==> config.mk <==
export PLATFORM = sky130hd
export DESIGN_NAME = stream_serializer_flat
export DESIGN_NICKNAME = d
export VERILOG_FILES = /design/src/rtl/shift_pkg.sv /design/src/rtl/stream_serializer_if.sv /design/src/rtl/stream_serializer_cnt.sv /design/src/rtl/stream_serializer_reg.sv /design/src/rtl/stream_serializer.sv /design/src/flat_wrapper.sv
export SDC_FILE = /design/constraint.sdc
export NUM_CORES = 1
export LEC_CHECK = 0
export BUFFER_PORTS_ARGS = -buffer_cell sky130_fd_sc_hd__clkbuf_2
export CAP_MARGIN = 20
export CORE_ASPECT_RATIO = 0.7
export CORE_MARGIN = 5
export CORE_UTILIZATION = 45
export DETAILED_ROUTE_END_ITERATION = 7
export HOLD_SLACK_MARGIN = 0.08
export MAX_ROUTING_LAYER = met4
export PLACE_DENSITY = 0.67
export SYNTH_ARGS = -nofsm -noshare
export SYNTH_HDL_FRONTEND = slang
export SYNTH_SLANG_ARGS = --single-unit
==> constraint.sdc <==
create_clock -name clk -period 6.5 [get_ports clk]
set_clock_uncertainty 0.2 [all_clocks]
set_input_delay 0.65 -clock clk [delete_from_list [all_inputs] [get_ports clk]]
set_output_delay 0.65 -clock clk [all_outputs]
set_load 0.005 [all_outputs]
==> src/rtl/shift_pkg.sv <==
// Shared types and helpers for the stream serializer.
package shift_pkg;

  typedef enum logic {S_IDLE, S_SHIFT} ser_state_t;

  function automatic int unsigned beats(input int unsigned width, input int unsigned lanes);
    return width / lanes;
  endfunction

endpackage

==> src/rtl/stream_serializer_if.sv <==
// Word-in / beat-out handshake bundle of the stream serializer.
interface stream_serializer_if #(
  parameter int unsigned WIDTH = 32,
  parameter int unsigned LANES = 1,
  parameter int unsigned CNT_W = 16
);
  logic             flush;
  logic             in_valid;
  logic             in_ready;
  logic [WIDTH-1:0] in_data;
  logic             ser_en;
  logic             ser_valid;
  logic [LANES-1:0] ser_out;
  logic             last;
  logic             busy;
  logic [CNT_W-1:0] word_cnt;

  modport master (
    output flush, in_valid, in_data, ser_en,
    input  in_ready, ser_valid, ser_out, last, busy, word_cnt
  );

  modport slave (
    input  flush, in_valid, in_data, ser_en,
    output in_ready, ser_valid, ser_out, last, busy, word_cnt
  );
endinterface

==> src/rtl/stream_serializer_cnt.sv <==
// Up/down counter primitive; wraps modulo 2^WIDTH, clr has priority over en.
module stream_serializer_cnt #(
  parameter int unsigned WIDTH = 16
) (
  input  logic             clk,
  input  logic             rst_b,
  input  logic             clr,
  input  logic             en,
  input  logic             up,
  output logic [WIDTH-1:0] q
);
  logic [WIDTH-1:0] q_d;

  always_comb begin
    q_d = q;
    if (clr) begin
      q_d = '0;
    end else if (en) begin
      q_d = up ? q + WIDTH'(1) : q - WIDTH'(1);
    end
  end

  always_ff @(posedge clk or negedge rst_b) begin
    if (!rst_b) begin
      q <= '0;
    end else begin
      q <= q_d;
    end
  end
endmodule

==> src/rtl/stream_serializer_reg.sv <==
// Enabled register primitive with asynchronous active-low reset to zero.
module stream_serializer_reg #(
  parameter int unsigned WIDTH = 1
) (
  input  logic             clk,
  input  logic             rst_b,
  input  logic             en,
  input  logic [WIDTH-1:0] d,
  output logic [WIDTH-1:0] q
);
  always_ff @(posedge clk or negedge rst_b) begin
    if (!rst_b) begin
      q <= '0;
    end else if (en) begin
      q <= d;
    end
  end
endmodule

==> src/rtl/stream_serializer.sv <==
// Parallel-in/serial-out engine: LANES bits per beat, one-word holding buffer
// so back-to-back words stream without an idle beat, plus a completed-word counter.
module stream_serializer
  import shift_pkg::*;
#(
  parameter int unsigned WIDTH     = 32,
  parameter int unsigned LANES     = 1,
  parameter bit          MSB_FIRST = 1'b0,
  parameter int unsigned CNT_W     = 16
) (
  input logic                 clk,
  input logic                 rst_b,
  stream_serializer_if.slave  bus
);
  localparam int unsigned BEATS = beats(WIDTH, LANES);
  localparam int unsigned BCW   = (BEATS > 1) ? $clog2(BEATS) : 1;

  if ((WIDTH % LANES) != 0) begin : g_bad_lanes
    $error("stream_serializer: WIDTH must be a multiple of LANES");
  end

  ser_state_t       state_q, state_d;
  logic [WIDTH-1:0] sreg_q, sreg_d, sreg_shift;
  logic [BCW-1:0]   beat_q, beat_d;
  logic [WIDTH-1:0] hold_data;
  logic             hold_valid, hold_valid_d, hold_load;
  logic             accept, consume, last_beat, word_done;

  assign bus.in_ready  = ~hold_valid & ~bus.flush;
  assign accept        = bus.in_valid & bus.in_ready;
  assign bus.ser_valid = (state_q == S_SHIFT);
  assign bus.busy      = bus.ser_valid | hold_valid;
  assign last_beat     = (beat_q == BCW'(BEATS - 1));
  assign bus.last      = bus.ser_valid & last_beat;
  assign consume       = bus.ser_valid & bus.ser_en;
  // A flush in the same cycle swallows the final beat, so it is not counted.
  assign word_done     = consume & last_beat & ~bus.flush;

  if (MSB_FIRST) begin : g_msb
    assign bus.ser_out = sreg_q[WIDTH-1 -: LANES];
    if (LANES < WIDTH) begin : g_shift
      assign sreg_shift = {sreg_q[WIDTH-LANES-1:0], {LANES{1'b0}}};
    end else begin : g_noshift
      assign sreg_shift = '0;
    end
  end else begin : g_lsb
    assign bus.ser_out = sreg_q[LANES-1:0];
    if (LANES < WIDTH) begin : g_shift
      assign sreg_shift = {{LANES{1'b0}}, sreg_q[WIDTH-1:LANES]};
    end else begin : g_noshift
      assign sreg_shift = '0;
    end
  end

  always_comb begin
    state_d      = state_q;
    sreg_d       = sreg_q;
    beat_d       = beat_q;
    hold_load    = 1'b0;
    hold_valid_d = hold_valid;
    if (bus.flush) begin
      state_d      = S_IDLE;
      sreg_d       = '0;
      beat_d       = '0;
      hold_valid_d = 1'b0;
    end else begin
      unique case (state_q)
        S_IDLE: begin
          if (accept) begin
            sreg_d  = bus.in_data;
            beat_d  = '0;
            state_d = S_SHIFT;
          end
        end
        S_SHIFT: begin
          if (consume && last_beat) begin
            beat_d = '0;
            if (hold_valid) begin
              sreg_d       = hold_data;
              hold_valid_d = 1'b0;
            end else if (accept) begin
              sreg_d = bus.in_data;
            end else begin
              // Zeroing on idle entry keeps ser_out at 0 while nothing is valid.
              sreg_d  = '0;
              state_d = S_IDLE;
            end
          end else begin
            if (consume) begin
              sreg_d = sreg_shift;
              beat_d = beat_q + BCW'(1);
            end
            if (accept) begin
              hold_load    = 1'b1;
              hold_valid_d = 1'b1;
            end
          end
        end
        default: state_d = S_IDLE;
      endcase
    end
  end

  always_ff @(posedge clk or negedge rst_b) begin
    if (!rst_b) begin
      state_q <= S_IDLE;
      sreg_q  <= '0;
      beat_q  <= '0;
    end else begin
      state_q <= state_d;
      sreg_q  <= sreg_d;
      beat_q  <= beat_d;
    end
  end

  stream_serializer_reg #(
    .WIDTH(WIDTH)
  ) u_hold_data (
    .clk  (clk),
    .rst_b(rst_b),
    .en   (hold_load),
    .d    (bus.in_data),
    .q    (hold_data)
  );

  stream_serializer_reg #(
    .WIDTH(1)
  ) u_hold_valid (
    .clk  (clk),
    .rst_b(rst_b),
    .en   (1'b1),
    .d    (hold_valid_d),
    .q    (hold_valid)
  );

  stream_serializer_cnt #(
    .WIDTH(CNT_W)
  ) u_word_cnt (
    .clk  (clk),
    .rst_b(rst_b),
    .clr  (1'b0),
    .en   (word_done),
    .up   (1'b1),
    .q    (bus.word_cnt)
  );
endmodule

==> src/flat_wrapper.sv <==
// flat-port wrapper written by rule: the top's interface ports become plain ports
module stream_serializer_flat import shift_pkg::*;
#(
  parameter int unsigned WIDTH     = 32,
  parameter int unsigned LANES     = 1,
  parameter bit          MSB_FIRST = 1'b0,
  parameter int unsigned CNT_W     = 16
)
  (clk, rst_b, bus_flush, bus_in_valid, bus_in_data, bus_ser_en, bus_in_ready, bus_ser_valid, bus_ser_out, bus_last, bus_busy, bus_word_cnt);
  stream_serializer_if #(.WIDTH(WIDTH), .LANES(LANES), .CNT_W(CNT_W)) bus_i ();
  input logic clk;
  input logic rst_b;
  input wire logic [$bits(bus_i.flush)-1:0] bus_flush;
  input wire logic [$bits(bus_i.in_valid)-1:0] bus_in_valid;
  input wire logic [$bits(bus_i.in_data)-1:0] bus_in_data;
  input wire logic [$bits(bus_i.ser_en)-1:0] bus_ser_en;
  output wire logic [$bits(bus_i.in_ready)-1:0] bus_in_ready;
  output wire logic [$bits(bus_i.ser_valid)-1:0] bus_ser_valid;
  output wire logic [$bits(bus_i.ser_out)-1:0] bus_ser_out;
  output wire logic [$bits(bus_i.last)-1:0] bus_last;
  output wire logic [$bits(bus_i.busy)-1:0] bus_busy;
  output wire logic [$bits(bus_i.word_cnt)-1:0] bus_word_cnt;
  assign bus_i.flush = bus_flush;
  assign bus_i.in_valid = bus_in_valid;
  assign bus_i.in_data = bus_in_data;
  assign bus_i.ser_en = bus_ser_en;
  assign bus_in_ready = bus_i.in_ready;
  assign bus_ser_valid = bus_i.ser_valid;
  assign bus_ser_out = bus_i.ser_out;
  assign bus_last = bus_i.last;
  assign bus_busy = bus_i.busy;
  assign bus_word_cnt = bus_i.word_cnt;
  stream_serializer #(.WIDTH(WIDTH), .LANES(LANES), .MSB_FIRST(MSB_FIRST), .CNT_W(CNT_W)) u_core (.clk(clk), .rst_b(rst_b), .bus(bus_i));
endmodule
==> results.cfg, run 1 <==
[run_status]
status = finished clean

[final_layout]
area_growth_pct = 16.56
drive_above_1_share_pct = 28.90
fin_cells = 560
nNetsFinal = 471
antenna_cells = 0
final_util_pct = 53.43
fin_area_um2 = 4827

[pwr]
irDropWorstVdd_uv = 129.6
power.density_nw_per_um2 = 288.3
p_total_w = 0.001391
leakage_nw = 2.322

[synth]
synth_cells = 382
synthFlopType = dfrtp_1
netlist-cell-type-count = 37
synth.area.mux_share_pct = 9.245
synth_top_area_share_pct = 52.57
synth_fa_ha_area_share_pct = 0.9063
yosys.area.top_type = dfrtp_1
netlist_area_um2 = 4141
synth_edf_count = 0
async_reset_ff_share_pct = 100.0
synth_xor_area_share_pct = 3.595
synth_top_family_by_area = simple AND/OR/NAND/NOR gates
synth_seq_cells = 87
syn_nets = 422
avgSynthCellArea_um2 = 10.84
yosys.area_share.simple_pct = 15.41
synth_warnings = 0
yosysSeqAreaShare_pct = 52.57
synth_commonest_cells = 87 x dfrtp_1, 65 x nor2_1, 42 x nand2_1
synth.area.top_cells = dfrtp_1 53%, mux2_2 8.7%, nor2_1 5.9%, o41ai_1 4.7%, a21oi_1 4.1%
synth_compound_area_share_pct = 14.44
synth_most_common_cell = dfrtp_1

[cts]
cts_buffer_depth = 2
cts_tree = built
root_buffer = clkbuf_16
cts_inserted_buffers = 9
clkTransAtPathRegs_ns = 0.06
cts_resized = 0
cts_sinks = 87
htree_levels = 3
clk_latency_ns = 0.33

[floorplan]
row_count = 29
start_util_pct = 45.84
die_x_um = 124.7
fp.dieH_um = 90.27
die_area_um2 = 11250
pin_count = 58
core_um2 = 9035

[sta]
slew_headroom_pct = 35.21
setup_viol = 0
post-route-period-util_pct = 42.86
setup_tns_ns = 0
timing.fmax_mhz = 359.0
grt_setup_unrepaired = no
final_max_slew_viol_count = 0
tightest_slew_ns = 0.9719
hold_violations = 0
fin_crit_ns = 2.786

[grt]
grt_pass1_wl_um = 16260
grt_max_degree = 78
grt_pass1_vias = 3251
grt.total_usage_pct = 17.88
antenna_found_initial = 0
grt-ovfl-total = 0

[placement]
gp_congestion = 0.7998
dpl.hpwl_um = 5855
dpl.cell_count = 543
io_buffers = 57
place_area_um2 = 4484

[min_path]
hold_class = reg -> reg

[detailed_routing]
drcViolationCount = 0
first_iter_violations = 219
wl_um = 9210
viasPerCell = 5.438
drt_pass1_iterations = 5
final_antenna_net_count = 0
dr_total_vias = 3045
route.detailed.wl_per_inst_um = 16.45

[worst_setup_path]
cp-start-kind = flop
worstPathMaxFanout = 31
worstSetupEndpointType = flop
cp.arrival_ns = 2.79
crit_required_ns = 6.51
critPathKind = reg -> reg

[job]
drv_cap = 0
cells in the final DEF (no fill, tap or decap), types with 4 or more instances in the layout:
cell type	count
mux2_2	32
and4_1	4
dfrtp_1	87
o41ai_2	10
nand4_1	4
clkbuf_2	56
and2_1	5
o41ai_1	22
nand2_1	42
nor2_1	65
a21oi_1	34
clkbuf_16	9
buf_4	7
xor2_1	5
xnor2_1	12
nand3_1	4
and3_1	5
worst max-delay path, stage by stage, from the launching register on:
cell,delay (ns)
dfrtp_1,0.42
ha_1,0.21
and3_1,0.19
ha_1,0.21
and3_1,0.25
a21bo_2,0.68
a21oi_1,0.08
o41ai_1,0.42
final timing paths:
path	to	depth (start not counted)	slack [ns]	from
setup / recovery	u_core.sreg_q[2]	7	3.71	u_core.beat_q[1]
hold / removal	u_core.sreg_q[14]	2	0.28	u_core.sreg_q[14]
setup reg to reg	u_core.sreg_q[2]	7	3.71	u_core.beat_q[1]
hold reg to reg	u_core.sreg_q[14]	2	0.28	u_core.sreg_q[14]
max in group asynchronous	u_core.u_hold_data.q[27]	3	4.43	rst_b
min in group asynchronous	u_core.u_hold_valid.q	2	0.48	rst_b
what timing repair did:
item | CTS | global route
endpoints found under the setup margin | 0 | 0
buffers inserted | 0 | 0
hold endpoints to repair | 10 | 0
hold buffers | 1 | 0
layer usage:
| metal | track usage [%] | wire length (um) |
|---|---|---|
| met2 | 26.71 | 4254 |
| met1 | 24.50 | 4487 |
| met4 | 4.927 | 132 |
| met5 | - | 0 |
| met3 | 4.374 | 336 |
cell families (layout without fill, tap and decap cells):
logic type	Yosys count	in the layout
xor+xnor	17	17
buf+inv	28	82
mux	34	34
flops	87	87
fa+ha+maj	3	3
compound gates	74	74
simple gates	139	139
cell type report:
cell class,count,area (um2)
fill,792,4208
sequential,87,2177
multi-input combinational,267,1812
timing repair buffer,64,342.8
clock buffer,12,256.5
tap,124,155.1
clock inverter,4,76.32
inverter,2,7.507
state kept, by name, indices dropped and copies added, names as in the netlist:
signal / cells
u_core.bus.ser_valid: 1
u_core.u_hold_data.q: 32
u_core.beat_q: 5
u_core.u_hold_valid.q: 1
u_core.sreg_q: 32
u_core.u_word_cnt.q: 16
stage by stage:
stage                     hold WS (ns)  worst slack, ns
after floorplan                 0.1544            4.204
after global placement          0.2563            3.813
after detailed placement        0.2609            3.741
after CTS                       0.2819            3.696
after global routing            0.2961            3.539
final                           0.2786            3.714
where the power goes:
part,internal (W),total (W),switching (W)
clock,0.000359,0.000565,0.000206
combinational,0.0000796,0.000167,0.0000877
sequential,0.000617,0.000659,0.0000417
No activity file was read; power rests on OpenSTA's default activity.
==> inputs of run 2 (changes only) <==
Settings changed: PLACE_DENSITY 0.67 to 0.7.
Clock period 6.5 ns to 2.25 ns, I/O delays scaled along.
==> results.cfg, run 2 (same netlist as run 1, synthesis figures left out) <==
[run_status]
status = complete, but fails checks
violations = negative setup slack

[worst_setup_path]
cp-startpoint = u_core.beat_q[1]
worstSetupEndpointType = flop
r2r-start = u_core.beat_q[1]
cp.arrival_ns = 2.31
reg2reg_slack_ns = -0.04
worstPathMaxFanout = 10
crit_required_ns = 2.27
cp-start-kind = flop
critPathKind = reg -> reg

[detailed_routing]
wl_um = 11260
drt_pass1_iterations = 7
dr_total_vias = 3471
drcViolationCount = 0
final_antenna_net_count = 0
viasPerCell = 5.536
route.detailed.wl_per_inst_um = 17.95
first_iter_violations = 305

[floorplan]
pin_count = 58
core_um2 = 9035
row_count = 29
fp.dieH_um = 90.27
die_x_um = 124.7
die_area_um2 = 11250
start_util_pct = 45.84

[final_layout]
nNetsFinal = 538
layout_commonest_cell = dfrtp_1
layout_common_cells = 87 x dfrtp_1, 65 x nor2_1, 56 x clkbuf_2, 40 x nand2_1, 34 x dlygate4sd3_1
drive_above_1_share_pct = 36.38
area_growth_pct = 39.06
antenna_cells = 0
final_util_pct = 63.74
fin_cells = 627
reg_top3 = u_core.sreg_q (32), u_core.u_hold_data.q (32), u_core.u_word_cnt.q (16)

[placement]
io_buffers = 57
gp_congestion = 0.8159
dpl.hpwl_um = 6729
dpl.cell_count = 563

[grt]
grt_max_degree = 46
antenna_found_initial = 0
grt.total_usage_pct = 19.19
grt_pass1_vias = 3518
grt_pass1_wl_um = 17200
grt-ovfl-total = 0

[job]
drv_cap = 0

[cts]
cts_buffer_depth = 2
clk_latency_ns = 0.34
clkTransAtPathRegs_ns = 0.06
htree_levels = 3
cts_inserted_buffers = 9
cts_tree = built
root_buffer = clkbuf_16
cts_sinks = 87

[sta]
fin_crit_ns = 2.287
post-route-period-util_pct = 101.6
final_max_slew_viol_count = 0
tightest_slew_ns = 0.6834
setup_ws_ns = -0.03686
hold_violations = 0
grt_setup_unrepaired = yes
slew_headroom_pct = 54.32
setup_viol = 16
timing.fmax_mhz = 437.3

[pwr]
irDropWorstVdd_uv = 393.3
leakage_nw = 2.787
power.density_nw_per_um2 = 727.0

[min_path]
min_from = bus_flush
hold_class = in -> reg
-- run 2: critical path, cell delays in order, from the launching register on --
cell     delay, ns
dfrtp_1       0.39
ha_2          0.20
and3_4        0.18
ha_4          0.17
nand2_4       0.08
nand2_4       0.07
nor3_4        0.22
buf_12        0.16
buf_12        0.15
mux2_2        0.33
-- run 2: area by class of cell --
type	instances	area [um2]
well taps	124	155.1
clock buffers	11	242.7
multi-input cells	268	2019
inverters	2	7.507
flip-flops and latches	87	2177
fillers	666	3276
repair buffers	130	1076
clock inverters	5	81.33
-- run 2: through the flow --
stage / hold WS [ns] / setup TNS, ns / instance area, um2 / total power [W] / setup WS [ns]
2_1_floorplan: -0.2706 / 0 / 4169 / 0.002246 / 0.004887
3_3_place_gp: 0.06496 / 0 / 4695 / 0.002421 / 0.0008864
3_5_place_dp: 0.07186 / -3.194 / 4695 / 0.002453 / -0.1528
4_1_cts: 0.1028 / 0 / 5510 / 0.004135 / 0.0006979
6_report: 0.1289 / -0.3147 / 5759 / 0.004187 / -0.03686
5_1_grt: 0.1197 / -2.053 / 5759 / 0.004353 / -0.07578
-- run 2: worst paths after layout --
kind,cells after the start,endpoint
setup / recovery,9,u_core.u_hold_data.q[15]
hold / removal,3,u_core.beat_q[1]
setup reg to reg,9,u_core.u_hold_data.q[15]
hold reg to reg,1,u_core.u_word_cnt.q[15]
max in group asynchronous,3,u_core.u_hold_data.q[16]
min in group asynchronous,2,u_core.beat_q[4]
-- run 2: power by group --
group          internal, W  switching [W]  leakage (nW)
clock network      0.00100       0.000608         0.156
registers          0.00178       0.000132          1.13
logic             0.000349       0.000312          1.50
-- run 2: what timing repair did --
item / in CTS / in global routing
hold buffers: 34 / 0
cloned: 1 / 4
buffers inserted: 3 / 6
setup endpoints to repair: 63 / 67
hold endpoints to repair: 109 / 0
resized for setup: 20 / 23
pin swaps: 12 / 16
-- run 2: metal layers --
layer | GRT usage [%] | routed length, um
met5 | - | 0
met4 | 6.661 | 176
met3 | 4.787 | 757
met2 | 29.45 | 5351
met1 | 24.97 | 4972
==> inputs of run 3 (changes only) <==
Settings changed: BUFFER_PORTS_ARGS -buffer_cell sky130_fd_sc_hd__clkbuf_2 to -buffer_cell sky130_fd_sc_hd__buf_2.
==> results.cfg, run 3 (same netlist as run 1, synthesis figures left out) <==
[final_layout]
layout_common_cells = 87 x dfrtp_1, 65 x nor2_1, 56 x buf_2, 40 x nand2_1, 35 x dlygate4sd3_1
fin_area_um2 = 5642
area_growth_pct = 36.22
antenna_cells = 0
reg_top3 = u_core.sreg_q (32), u_core.u_hold_data.q (32), u_core.u_word_cnt.q (16)
drive_above_1_share_pct = 34.27
layout_commonest_cell = dfrtp_1
nNetsFinal = 531
fin_cells = 620

[worst_setup_path]
cp-start-kind = flop
critPathKind = reg -> reg
worstSetupEndpointType = flop
worstPathMaxFanout = 7
crit_required_ns = 2.26
cp.arrival_ns = 2.24

[cts]
clk_latency_ns = 0.34
clkTransAtPathRegs_ns = 0.06
cts_inserted_buffers = 9
cts_tree = built
root_buffer = clkbuf_16
cts_buffer_depth = 2
htree_levels = 3
cts_sinks = 87

[pwr]
leakage_nw = 2.716
power.density_nw_per_um2 = 739.8
irDropWorstVdd_uv = 456.3

[floorplan]
start_util_pct = 45.84
pin_count = 58
core_um2 = 9035
die_area_um2 = 11250
fp.dieH_um = 90.27
die_x_um = 124.7
row_count = 29

[sta]
final_max_slew_viol_count = 0
tightest_slew_ns = 0.6735
whs_ns = 0.2305
fin_crit_ns = 2.226
timing.fmax_mhz = 449.2
slew_headroom_pct = 54.98
setup_viol = 0
hold_violations = 0
post-route-period-util_pct = 98.94
grt_setup_unrepaired = yes

[grt]
grt.total_usage_pct = 19.77
grt_pass1_wl_um = 17600
grt_max_degree = 46
grt-ovfl-total = 0
grt_pass1_vias = 3465
antenna_found_initial = 0

[detailed_routing]
drcViolationCount = 0
drt_pass1_iterations = 4
final_antenna_net_count = 0
route.detailed.wl_per_inst_um = 17.74
wl_um = 11000
dr_total_vias = 3386
viasPerCell = 5.461
first_iter_violations = 303

[placement]
dpl.cell_count = 560
gp_congestion = 0.8074
place_area_um2 = 4672
io_buffers = 57
dpl.hpwl_um = 6560

[run_status]
status = finished clean

[job]
drv_cap = 0

[min_path]
hold_class = in -> async
==> run 3: layout make-up <==
| type | instances | area (um2) |
|---|---|---|
| repair buffers | 123 | 1006 |
| clock inverters | 4 | 77.57 |
| inverters | 2 | 7.507 |
| flip-flops and latches | 87 | 2177 |
| multi-input cells | 268 | 1962 |
| fillers | 691 | 3393 |
| clock buffers | 12 | 256.5 |
| well taps | 124 | 155.1 |
==> run 3: power breakdown <==
part           total, W  switching, W  internal (W)
registers       0.00191      0.000130       0.00178
clock network   0.00164      0.000607       0.00104
logic          0.000617      0.000296      0.000321
total           0.00417       0.00103       0.00314
==> run 3: stage by stage <==
step	total power [W]	setup TNS [ns]	util [%]	setup slack [ns]
final	0.004174	0	62.44	0.02375
after floorplan	0.002246	0	-	0.004887
after CTS	0.004168	-0.02092	60.35	-0.007265
after global placement	0.002417	-0.08302	51.71	-0.04773
after global routing	0.004357	-0.05462	62.44	-0.02359
after detailed placement	0.002449	-3.283	51.71	-0.1524
==> run 3: metal layers <==
| metal | track usage (%) | part of all wire (%) | wire length (um) | vias up |
|---|---|---|---|---|
| met5 | - | 0 | 0 | - |
| met4 | 7.117 | 1.5 | 167 | 0 |
| met3 | 5.024 | 5.2 | 575 | 12 |
| met2 | 29.09 | 48 | 5232 | 113 |
| met1 | 26.68 | 46 | 5023 | 1678 |
| li1 | - | - | - | 1583 |
==> run 3: worst paths after layout <==
check                                        start                       to  slack (ns)  cells after the start
max                               u_core.beat_q[1]         u_core.sreg_q[5]        0.02                      8
min                                          rst_b         u_core.beat_q[4]        0.23                      2
max reg2reg                       u_core.beat_q[1]         u_core.sreg_q[5]        0.02                      8
min reg2reg                u_core.u_word_cnt.q[15]  u_core.u_word_cnt.q[15]        0.28                      1
max in group asynchronous                    rst_b        u_core.sreg_q[16]        0.99                      3
min in group clk                        bus_ser_en         u_core.beat_q[1]        0.26                      4
==> run 3: what timing repair did <==
action                     4_1_cts  5_1_grt
cloned                           1        4
setup endpoints to repair       63       69
setup buffers                    0        4
hold buffers                    35        0
gates resized for setup         14       16
pin swaps                       18       13
hold endpoints to repair       111        0
==> run 3: worst max-delay path: stages (launching register included) <==
cell and delay, ns:
dfrtp_1 0.39, ha_2 0.18, and3_4 0.18, ha_4 0.17, and3_4 0.18, a21bo_4 0.25, buf_4 0.17, a21oi_1 0.05
o41ai_1 0.31
